File: src/rtl/espacc_dma_pkg.sv
// Shared types and constants for the ESP accelerator DMA read path.
// Latency: n/a (declarations only).
// Backpressure: n/a.
package espacc_dma_pkg;

  // DMA ctrl field widths
  localparam int INDEX_W = 32;
  localparam int LEN_W   = 32;
  localparam int SIZE_W  = 3;

  // Word size codes carried on the ctrl size field
  localparam logic [SIZE_W-1:0] SIZE_BYTE  = 3'b000;
  localparam logic [SIZE_W-1:0] SIZE_HWORD = 3'b001;
  localparam logic [SIZE_W-1:0] SIZE_WORD  = 3'b010;
  localparam logic [SIZE_W-1:0] SIZE_DWORD = 3'b011;

  // Read splitter FSM encoding
  typedef enum logic [1:0] {
    ST_IDLE  = 2'd0,
    ST_ISSUE = 2'd1,
    ST_DATA  = 2'd2
  } rd_state_t;

  // Length of the next chunk: whatever is left, capped at the burst limit.
  function automatic logic [LEN_W-1:0] chunk_len(input logic [LEN_W-1:0] remaining,
                                                 input logic [LEN_W-1:0] max_burst);
    return (remaining < max_burst) ? remaining : max_burst;
  endfunction

endpackage

File: src/rtl/espacc_rtl_dma_read_splitter.sv
// Splits one core DMA read request into sequential socket bursts of at most MAX_BURST beats.
// Latency: chunk request registered one cycle after acceptance/last beat; read beats pass through combinationally.
// Backpressure: one chunk outstanding; beats stall on acc_chnl_ready; socket beats are held off outside DATA.
module espacc_rtl_dma_read_splitter
  import espacc_dma_pkg::*;
#(
  parameter int unsigned DMA_BUS_WIDTH = 64,
  parameter int unsigned MAX_BURST     = 16
) (
  input  logic                     clk,
  input  logic                     rst,
  // core read request
  input  logic                     acc_ctrl_valid,
  output logic                     acc_ctrl_ready,
  input  logic [INDEX_W-1:0]       acc_ctrl_index,
  input  logic [LEN_W-1:0]         acc_ctrl_length,
  input  logic [SIZE_W-1:0]        acc_ctrl_size,
  // socket chunk request
  output logic                     dma_read_ctrl_valid,
  input  logic                     dma_read_ctrl_ready,
  output logic [INDEX_W-1:0]       dma_read_ctrl_data_index,
  output logic [LEN_W-1:0]         dma_read_ctrl_data_length,
  output logic [SIZE_W-1:0]        dma_read_ctrl_data_size,
  // socket read channel
  input  logic                     dma_read_chnl_valid,
  output logic                     dma_read_chnl_ready,
  input  logic [DMA_BUS_WIDTH-1:0] dma_read_chnl_data,
  // core read channel
  output logic                     acc_chnl_valid,
  input  logic                     acc_chnl_ready,
  output logic [DMA_BUS_WIDTH-1:0] acc_chnl_data,
  // status
  output logic                     busy,
  output logic                     req_done
);

  localparam logic [LEN_W-1:0] MAX_BURST_LEN = LEN_W'(MAX_BURST);

  rd_state_t          state;
  rd_state_t          state_nxt;
  logic [INDEX_W-1:0] cur_index;
  logic [LEN_W-1:0]   remaining;
  logic [LEN_W-1:0]   beats_left;

  logic               beat_hs;
  logic               last_beat;
  logic [LEN_W-1:0]   rem_after;
  logic [INDEX_W-1:0] idx_after;

  // The current chunk length lives in the registered ctrl length field, so the
  // post-chunk bookkeeping reuses it rather than keeping a second copy.
  assign beat_hs   = (state == ST_DATA) && dma_read_chnl_valid && acc_chnl_ready;
  assign last_beat = beat_hs && (beats_left == 32'd1);
  assign rem_after = remaining - dma_read_ctrl_data_length;
  assign idx_after = cur_index + dma_read_ctrl_data_length;

  assign busy          = (state != ST_IDLE);
  assign acc_chnl_data = dma_read_chnl_data;

  // FSM state register
  always_ff @(posedge clk or posedge rst) begin
    if (rst) begin
      state <= ST_IDLE;
    end else begin
      state <= state_nxt;
    end
  end

  // Next-state and handshake outputs; the read channel is only connected in DATA
  always_comb begin
    state_nxt           = state;
    acc_ctrl_ready      = 1'b0;
    acc_chnl_valid      = 1'b0;
    dma_read_chnl_ready = 1'b0;
    case (state)
      ST_IDLE: begin
        acc_ctrl_ready = 1'b1;
        if (acc_ctrl_valid && (acc_ctrl_length != '0)) begin
          state_nxt = ST_ISSUE;
        end
      end
      ST_ISSUE: begin
        if (dma_read_ctrl_ready) begin
          state_nxt = ST_DATA;
        end
      end
      ST_DATA: begin
        acc_chnl_valid      = dma_read_chnl_valid;
        dma_read_chnl_ready = acc_chnl_ready;
        if (last_beat) begin
          state_nxt = (rem_after == '0) ? ST_IDLE : ST_ISSUE;
        end
      end
      default: begin
        state_nxt = ST_IDLE;
      end
    endcase
  end

  // Socket request fields: loaded on entry to ISSUE, held until the socket takes them
  always_ff @(posedge clk or posedge rst) begin
    if (rst) begin
      dma_read_ctrl_valid       <= 1'b0;
      dma_read_ctrl_data_index  <= '0;
      dma_read_ctrl_data_length <= '0;
      dma_read_ctrl_data_size   <= '0;
    end else begin
      case (state)
        ST_IDLE: begin
          if (acc_ctrl_valid && (acc_ctrl_length != '0)) begin
            dma_read_ctrl_valid       <= 1'b1;
            dma_read_ctrl_data_index  <= acc_ctrl_index;
            dma_read_ctrl_data_length <= chunk_len(acc_ctrl_length, MAX_BURST_LEN);
            dma_read_ctrl_data_size   <= acc_ctrl_size;
          end
        end
        ST_ISSUE: begin
          if (dma_read_ctrl_ready) begin
            dma_read_ctrl_valid <= 1'b0;
          end
        end
        ST_DATA: begin
          if (last_beat && (rem_after != '0)) begin
            dma_read_ctrl_valid       <= 1'b1;
            dma_read_ctrl_data_index  <= idx_after;
            dma_read_ctrl_data_length <= chunk_len(rem_after, MAX_BURST_LEN);
          end
        end
        default: begin
          dma_read_ctrl_valid <= 1'b0;
        end
      endcase
    end
  end

  // Request progress counters; cur_index wraps modulo 2^32
  always_ff @(posedge clk or posedge rst) begin
    if (rst) begin
      cur_index  <= '0;
      remaining  <= '0;
      beats_left <= '0;
    end else begin
      case (state)
        ST_IDLE: begin
          if (acc_ctrl_valid) begin
            cur_index <= acc_ctrl_index;
            remaining <= acc_ctrl_length;
          end
        end
        ST_ISSUE: begin
          if (dma_read_ctrl_ready) begin
            beats_left <= dma_read_ctrl_data_length;
          end
        end
        ST_DATA: begin
          if (beat_hs) begin
            beats_left <= beats_left - 32'd1;
            if (beats_left == 32'd1) begin
              remaining <= rem_after;
              cur_index <= idx_after;
            end
          end
        end
        default: begin
          beats_left <= '0;
        end
      endcase
    end
  end

  // One-cycle completion pulse: zero-length accept or last beat of the final chunk
  always_ff @(posedge clk or posedge rst) begin
    if (rst) begin
      req_done <= 1'b0;
    end else begin
      req_done <= ((state == ST_IDLE) && acc_ctrl_valid && (acc_ctrl_length == '0)) ||
                  (last_beat && (rem_after == '0));
    end
  end

endmodule

File: config.mk
export PLATFORM = sky130hd
export DESIGN_NAME = espacc_rtl_dma_read_splitter
export DESIGN_NICKNAME = d
export VERILOG_FILES = /design/src/rtl/espacc_dma_pkg.sv /design/src/rtl/espacc_rtl_dma_read_splitter.sv
export SDC_FILE = /design/constraint.sdc
export NUM_CORES = 1
export LEC_CHECK = 0
export CAP_MARGIN = 20
export CORE_UTILIZATION = 40
export DETAILED_ROUTE_END_ITERATION = 8
export HOLD_SLACK_MARGIN = 0.05
export PLACE_DENSITY = 0.68
export SETUP_SLACK_MARGIN = 0.5
export SLEW_MARGIN = 20
export SYNTH_ARGS = -nofsm -noshare
export SYNTH_HDL_FRONTEND = slang
export SYNTH_SLANG_ARGS = --single-unit
export TNS_END_PERCENT = 10
File: constraint.sdc
create_clock -name clk -period 6.6 [get_ports clk]
set_input_delay 1.32 -clock clk [delete_from_list [all_inputs] [get_ports clk]]
set_output_delay 1.32 -clock clk [all_outputs]
set_load 0.05 [all_outputs]
## Word-level counts from Yosys, hierarchy flattened

Index checks and enable logic that the tools add are counted.

| storage, ports and cells | value |
|---|---|
| output and inout bits | 137 |
| input bits | 137 |
| word-level logic and storage cells | 78 |
| register bits after elaboration | 167 |

| operators by class | value |
|---|---|
| $add $sub $neg | 3 |
| eq/ne operators | 10 |
| muxes and demuxes | 31 |
| $lt $le $gt $ge | 2 |
| bitwise gates (word level) | 1 |
| reduce and logical (&&, ||, !) cells | 22 |

Operators by type and width:

| operator | number |
|---|---|
| $mux 32 | 14 |
| $pmux 32 s2 | 4 |
| $pmux 32 s3 | 1 |
| $logic_not 32->1 | 2 |
| $lt 32x5->1 const B | 2 |
| $reduce_bool 32->1 | 2 |
| $add 32x32->32 | 1 |
| $eq 32x1->1 const B | 1 |
| $sub 32x1->32 const B | 1 |
| $sub 32x32->32 | 1 |
| $reduce_and 3->1 | 4 |
| $ne 2x2->1 const B | 5 |
| $logic_and 1x1->1 | 8 |
| $mux 1 | 7 |
| $mux 2 | 3 |
| $pmux 2 s3 | 1 |
| $ne 2x1->1 const B | 2 |
| $reduce_and 4->1 | 1 |
| $reduce_bool 2->1 | 2 |
| $pmux 1 s3 | 1 |
| $eq 2x1->1 const B | 1 |
| $eq 2x2->1 const B | 1 |
| $logic_not 2->1 | 1 |
| $reduce_and 2->1 | 1 |
| 2 further kinds | 2 |

## Depth between registers and ports, before layout

Gate-level depths: netlist of the first run.

| logic depth | value |
|---|---|
| depth after elaboration | 7 |
| mapped depth | 14 |
| gate-level depth less buffers | 13 |

## Least setup slack after synthesis of the first run

OpenSTA, ideal clock, no wires.

| timing path | value |
|---|---|
| path type | reg2reg |
| start | register dma_read_ctrl_data_length[7] |
| end | register dma_read_ctrl_data_index[10] |
| setup time | 125 ps |
| cell stages (with the launch flop) | 15 |
| buffers on the path | 2 |
| required time | 6475 ps |
| slack | 2461 ps |
| arrival | 4014 ps |
| period minus slack after synthesis | 4139 ps |
| cells stage by stage | dfrtp_1 > inv_1 > ha_1 > buf_4 > a211o_1 > or2_1 > o221a_2 > o21a_1 > or4_1 > o311ai_1 > nor3b_2 > nand4_2 > o21ai_4 > buf_6 > mux2_2 |

| between the ends | value |
|---|---|
| word-level cells in the longest chain between the ends | 5 |
| elaborated cells on any way between the ends | 8 |
| classes of those cells | add/sub (2); eq/ne (1); mux (2); reduce/logical (3) |

RTL lines:

| what | RTL line | source |
|---|---|---|
| start, declared | espacc_rtl_dma_read_splitter.sv:22 | `output logic [LEN_W-1:0] dma_read_ctrl_data_length,` |
| start signal, assigned | espacc_rtl_dma_read_splitter.sv:113 | `dma_read_ctrl_data_length <= chunk_len(acc_ctrl_length, MAX_BURST_LEN);` |
| start signal, assigned | espacc_rtl_dma_read_splitter.sv:126 | `dma_read_ctrl_data_length <= chunk_len(rem_after, MAX_BURST_LEN);` |
| $sub 32x32->32 | espacc_rtl_dma_read_splitter.sv:54 | `assign rem_after = remaining - dma_read_ctrl_data_length;` |
| $reduce_bool 32->1 | espacc_rtl_dma_read_splitter.sv:123 | `if (last_beat && (rem_after != '0)) begin` |
| $logic_and 1x1->1 | espacc_rtl_dma_read_splitter.sv:123 |  |
| $ne 2x1->1 (no line) | - |  |
| $reduce_and 3->1 (no line) | - |  |
| end signal, assigned | espacc_rtl_dma_read_splitter.sv:112 | `dma_read_ctrl_data_index <= acc_ctrl_index;` |
| end signal, assigned | espacc_rtl_dma_read_splitter.sv:125 | `dma_read_ctrl_data_index <= idx_after;` |
| end, declared | espacc_rtl_dma_read_splitter.sv:21 | `output logic [INDEX_W-1:0] dma_read_ctrl_data_index,` |

Parallel ways exist; a longest one is shown, timed or not. The select of a mux whose other input is x is not followed.
A chain may end at the register's enable or synchronous reset.

## Worst setup path after layout of the first run

| timing path | value |
|---|---|
| start | register dma_read_ctrl_data_length[7] |
| end | register dma_read_ctrl_data_index[13] |

Same word-level chain as after synthesis.

==> results.yml, run 1 <==
pwr:
  powerDensity_nw_per_um2: 565
  seq_power_share: 0.213
  max-vdd-ir-drop_mv: 0.287
  leakage_nw: 5.89
  intPower_mw: 4.06
  sw_frac_of_total: 0.494
  p_comb_frac: 0.651
  clkPwrFrac: 0.135
  p_switching_mw: 3.96
drt:
  viasPerCell: 5.75
  drtIter0Drc: 662
  routed_wl_mm: 34.8
  dr.pass1.iters: 5
  drc_errors: 0
  ant_nets: 0
  vias: 10500
  routedWlPerCell_um: 19.1
final_layout:
  drive_gt1_frac: 0.0969
  fillers: 2855
  final_common_cell: "dfrtp_1"
  stdcell_area_um2: 14200
  area_growth_pct: 15.8
  final_cell_mix: "167 x dfrtp_1, 145 x clkdlybuf4s50_1, 131 x o21ai_0"
  nets: 1629
sta:
  setup_tns_ns: 0
  min_period_ns: 4.82
  timing.fmax_mhz: 207
  slew_viol_final: 0
  clock_skew_ns: 0.00928
  tightest_slew_ns: 0.944
  rsz0062_at_grt: "no"
  setup_viol: 0
  hold_viol: 0
  hold_slack_ns: 0.485
  maxSlewHeadroom: 0.369
  fin_crit_sh: 0.731
logic_synthesis:
  postSynthCellCount: 1373
  syn-num-nets: 1581
  synthFlopType: "dfrtp_1"
  synth.avg_cell_area_um2: 8.93
  synth-seq-cells: 167
  synth_edf_count: 0
  yosysSeqAreaShare: 0.341
  synth_area_um2: 12300
  async_reset_ff_frac: 1.00
  synth_cell_types: 78
  synth_warnings: 0
flow_run:
  maxCapViolations: 0
grt:
  grt_overflow: 0
  grt_pass1_wl_mm: 55.3
  grt_max_degree: 97
  grt_usage: 0.226
  grt_pass1_vias: 10200
  antenna_found_initial: 1
clocking:
  cts.repair.resized: 0
  cts-root-buf: "clkbuf_16"
  post_cts.repair.setup_buffers: 0
  numCtsBuffers: 17
  cts_hold_buf: 0
  ctsHtreeMaxLevel: 4
  insertion_delay_ns: 0.44
  clk_pin_slew_ns: 0.07
  cts_tree: "yes"
  cts.sinks: 167
  cts_buffer_depth: 2
floorplanning:
  pin_count: 274
  core_um2: 29900
  die_width_um: 177
  core.rowCount: 63
  start_util: 0.410
  die_area_um2: 31300
  die_h_um: 177
setup_path:
  path_max_fanout: 64
  crit_chain: "inv_1 > ha_1 > a211o_1 > or2_1 > o221a_2 > o21ai_1 > a21oi_1 > or3_1 > a2111oi_2 > nand4_1 > o21ai_4 > buf_4 > mux2_2"
  max_stage_delay_ns: 0.64
  cp.required_ns: 6.92
  crit_slowest_cell: "buf_4"
  path_class: "reg2reg"
  start_kind: "flip-flop"
  end_kind: "flip-flop"
  cp.arrival_ns: 5.15
place:
  dpl_cell_area_um2: 13500
  gp_congestion: 0.970
  post-dp-hpwl_mm: 25.7
  io_buffers: 145
worst_hold_path:
  hold_path.class: "reg2reg"
status:
  run_status: "completed"
path summary, 6_finish.rpt:
| path | end | startpoint | slack [ns] | cells after the start |
|---|---|---|---|---|
| max | dma_read_ctrl_data_index[13] | dma_read_ctrl_data_length[7] | 1.78 | 13 |
| min | remaining[20] | remaining[20] | 0.49 | 1 |
| max reg2reg | dma_read_ctrl_data_index[13] | dma_read_ctrl_data_length[7] | 1.78 | 13 |
| min reg2reg | remaining[20] | remaining[20] | 0.49 | 1 |
| max in group asynchronous | remaining[21] | rst | 4.11 | 3 |
| min in group asynchronous | cur_index[7] | rst | 1.44 | 2 |
kinds of logic after synthesis:
logic type	after synthesis	synth area share
compound gates	398	0.211
xor+xnor	46	0.0329
fa+ha+maj	71	0.0737
buf+inv	198	0.0832
flops	167	0.341
mux	117	0.104
simple gates	376	0.154
registers in the layout (all words and copies together), names as in the netlist:
name / cells
cur_index: 32
dma_read_ctrl_valid: 1
beats_left: 32
dma_read_ctrl_data_index: 32
dma_read_ctrl_data_length: 32
remaining: 32
dma_read_ctrl_data_size: 3
req_done: 1
state: 2
stage by stage:
stage               std cells  worst slack [ns]  utilization  total power, mW
global placement         1792              1.92        0.453             6.83
global route             1824              1.47        0.475             8.63
finish                   1825              1.78        0.475             8.02
CTS                      1824              1.84        0.475             8.01
floorplan                1373             0.762            -             5.66
detailed placement       1792              1.87        0.453             6.89
worst max-delay path: cells and delay by family (launching register included):
kind / cells / cell delay [ns]
adders and majority gates: 1 / 0.43
AOI/OAI and AO/OA: 6 / 1.80
buffers and inverters: 2 / 0.73
DFF: 1 / 0.43
and+or+nand+nor: 3 / 0.86
muxes: 1 / 0.41
per-layer routing:
layer / routed length [um] / vias to the layer above / part of all wire / GRT usage
li1: - / 5034 / - / -
met1: 15700 / 5067 / 0.45 / 0.307
met2: 15900 / 337 / 0.46 / 0.359
met3: 2360 / 56 / 0.068 / 0.0387
met4: 836 / 0 / 0.024 / 0.0830
met5: 0 / - / 0 / 0
synthesized netlist by cell type (10+ instances only):
library cell / count / share of area
a211oi_1: 20 / 0.012
a21o_1: 21 / 0.013
a21oi_1: 79 / 0.032
a22oi_1: 10 / 0.0061
a32oi_1: 16 / 0.011
and2_1: 43 / 0.022
buf_4: 65 / 0.040
clkbuf_1: 52 / 0.016
dfrtp_1: 167 / 0.34
ha_1: 69 / 0.070
inv_1: 72 / 0.022
mux2_1: 11 / 0.010
mux2_2: 76 / 0.070
mux2i_1: 30 / 0.025
nand2_1: 94 / 0.029
nand2b_1: 11 / 0.0056
nand3_1: 22 / 0.0090
nand4_1: 13 / 0.0066
nor2_1: 93 / 0.028
nor3_1: 30 / 0.012
nor4_1: 16 / 0.0082
o211ai_1: 14 / 0.0086
o21a_1: 10 / 0.0061
o21ai_0: 131 / 0.054
or3_1: 11 / 0.0056
xnor2_1: 34 / 0.024
xor2_1: 12 / 0.0086
layout make-up:
cell class	instances	area, um^2	area share
clock buffer	23	498	0.0351
sequential	167	4180	0.295
antenna	1	2.50	0.000176
tap	390	488	0.0344
inverter	73	279	0.0197
multi-input combinational	1008	7080	0.499
timing repair buffer	154	1520	0.107
clock inverter	9	139	0.00979
power by group through the flow:
stage / combinational [mW] / sequential, mW / clock [mW]
CTS: 5.19 / 1.71 / 1.11
detailed placement: 5.16 / 1.72 / 0
global route: 5.71 / 1.76 / 1.15
global placement: 5.12 / 1.71 / 0
floorplan: 3.61 / 2.05 / 0
finish: 5.22 / 1.71 / 1.09
Power figures use the tool's default switching activity.
==> run 2, diff against run 1 <==
==> constraint.sdc (replaced) <==
create_clock -name clk -period 5 [get_ports clk]
set_input_delay 1 -clock clk [delete_from_list [all_inputs] [get_ports clk]]
set_output_delay 1 -clock clk [all_outputs]
set_load 0.05 [all_outputs]
==> run 2 against run 1 <==
First-iteration DRC count is 16% higher. Setup slack got worse by 1.1 ns. Clock skew rose by 0.0021 ns. Critical path type unchanged. Power grew 34%. Final cell count increased by 0.55%. Final area grew 0.93%. Highest routed layer unchanged.
==> results.yml, run 2 (synthesis gave the netlist of run 1 again) <==
status:
  run_status: "completed"
setup_path:
  path_max_fanout: 32
  crit_chain: "inv_1 > ha_2 > a211o_1 > or2_1 > o221a_2 > o21ai_1 > a21oi_2 > or3_1 > a2111oi_4 > nand4_1 > o21ai_4 > buf_12 > mux2_2"
  crit_slowest_cell: "dfrtp_1"
  cp.arrival_ns: 4.62
  max_stage_delay_ns: 0.45
  end_kind: "flip-flop"
  path_class: "reg2reg"
  crit_family: "compound AO/OA/AOI/OAI gates"
  start_kind: "flip-flop"
  cp.required_ns: 5.32
  critical_path_buf_inv_count: 2
final_layout:
  finalNonFillerCells: 1835
  final_core_util: 0.479
  stdcell_area_um2: 14300
  area_growth_pct: 16.8
  final_common_cell: "dfrtp_1"
  n_antenna_cell: 0
  final_cell_mix: "167 x dfrtp_1, 145 x clkdlybuf4s50_1, 130 x o21ai_0"
  drive_gt1_frac: 0.110
  fillers: 2855
  nets: 1640
pwr:
  powerDensity_nw_per_um2: 752
  finalPower_mw: 10.8
  leakage_nw: 5.95
  max-vdd-ir-drop_mv: 0.370
sta:
  hold_viol: 0
  setup_tns_ns: 0
  timing.fmax_mhz: 232
  slew_viol_final: 0
  tightest_slew_ns: 0.905
  rsz0062_at_grt: "no"
  fin_crit_sh: 0.861
  setup_viol: 0
  maxSlewHeadroom: 0.397
  clock_skew_ns: 0.0114
  setup_ws_ns: 0.696
  hold_slack_ns: 0.485
  min_period_ns: 4.30
worst_hold_path:
  hold_path.class: "reg2reg"
flow_run:
  maxCapViolations: 0
grt:
  grt_overflow: 0
  antenna_found_initial: 0
  grt_usage: 0.233
  grt_pass1_vias: 10300
  grt_pass1_wl_mm: 57.1
  grt_max_degree: 89
place:
  dp_slack_ns: 0.533
  io_buffers: 145
  dpl.cell_count: 1802
  post-dp-hpwl_mm: 27.0
  dpl_cell_area_um2: 13700
  gp_congestion: 0.972
drt:
  vias: 10700
  ant_nets: 0
  drtIter0Drc: 770
  viasPerCell: 5.81
  routed_wl_mm: 36.2
  routedWlPerCell_um: 19.7
  drc_errors: 0
  dr.pass1.iters: 5
floorplanning:
  core.rowCount: 63
  core_um2: 29900
  die_width_um: 177
  die_h_um: 177
  die_area_um2: 31300
  start_util: 0.410
  pin_count: 274
clocking:
  post_cts.repair.setup_buffers: 0
  cts_buffer_depth: 2
  clk_pin_slew_ns: 0.07
  numCtsBuffers: 17
  insertion_delay_ns: 0.44
  cts-root-buf: "clkbuf_16"
  cts_tree: "yes"
  ctsHtreeMaxLevel: 4
  cts.sinks: 167
  cts_hold_buf: 0
-- run 2: cell count changes in the layout (fill, tap and decap cells not counted), moves of 2 or more --
cell        change
buf_12          +3
inv_6           +3
buf_4           +7
clkinv_4        -4
a21oi_1         -2
clkinv_2        +5
a21oi_2         +2
clkinvlp_4      +3
clkbuf_8        -5
-- run 2: worst paths after layout --
path                                         startpoint                           end  slack (ns)  cells past startpoint
setup / recovery           dma_read_ctrl_data_length[7]  dma_read_ctrl_data_index[10]        0.70                     13
hold / removal                             remaining[0]                  remaining[0]        0.48                      2
setup reg to reg           dma_read_ctrl_data_length[7]  dma_read_ctrl_data_index[10]        0.70                     13
hold reg to reg                            remaining[0]                  remaining[0]        0.48                      2
max in group asynchronous                           rst  dma_read_ctrl_data_index[29]        3.11                      3
min in group asynchronous                           rst                  cur_index[2]        1.00                      2
-- run 2: timing repair --
action                     in CTS  in global routing
setup endpoints to repair       7                 41
resized for setup               0                 11
cloned                          1                  0
-- run 2: cell type report --
class	count	area, um^2	share of cell area
inverters	73	278	0.0194
repair buffers	165	1660	0.116
flip-flops and latches	167	4180	0.292
clock inverters	15	149	0.0104
clock buffers	17	425	0.0297
well taps	390	488	0.0341
multi-input cells	1008	7140	0.498
-- run 2: routing by layer --
metal | routed length [um] | track usage
met5 | 0 | 0
met4 | 584 | 0.0661
met3 | 2570 | 0.0382
met2 | 16500 | 0.365
met1 | 16500 | 0.329
-- run 2: power by group --
part	internal, mW	switching (mW)
sequential	1.91	0.358
combinational	2.71	4.46
clock	0.738	0.592
total	5.35	5.41
-- run 2: worst register-to-register path, stage by stage, from the launching register on --
cell and delay [ns]:
dfrtp_1 0.45, inv_1 0.09, ha_2 0.38, a211o_1 0.32, or2_1 0.26, o221a_2 0.32, o21ai_1 0.27, a21oi_2 0.13
or3_1 0.39, a2111oi_4 0.42, nand4_1 0.23, o21ai_4 0.28, buf_12 0.23, mux2_2 0.42
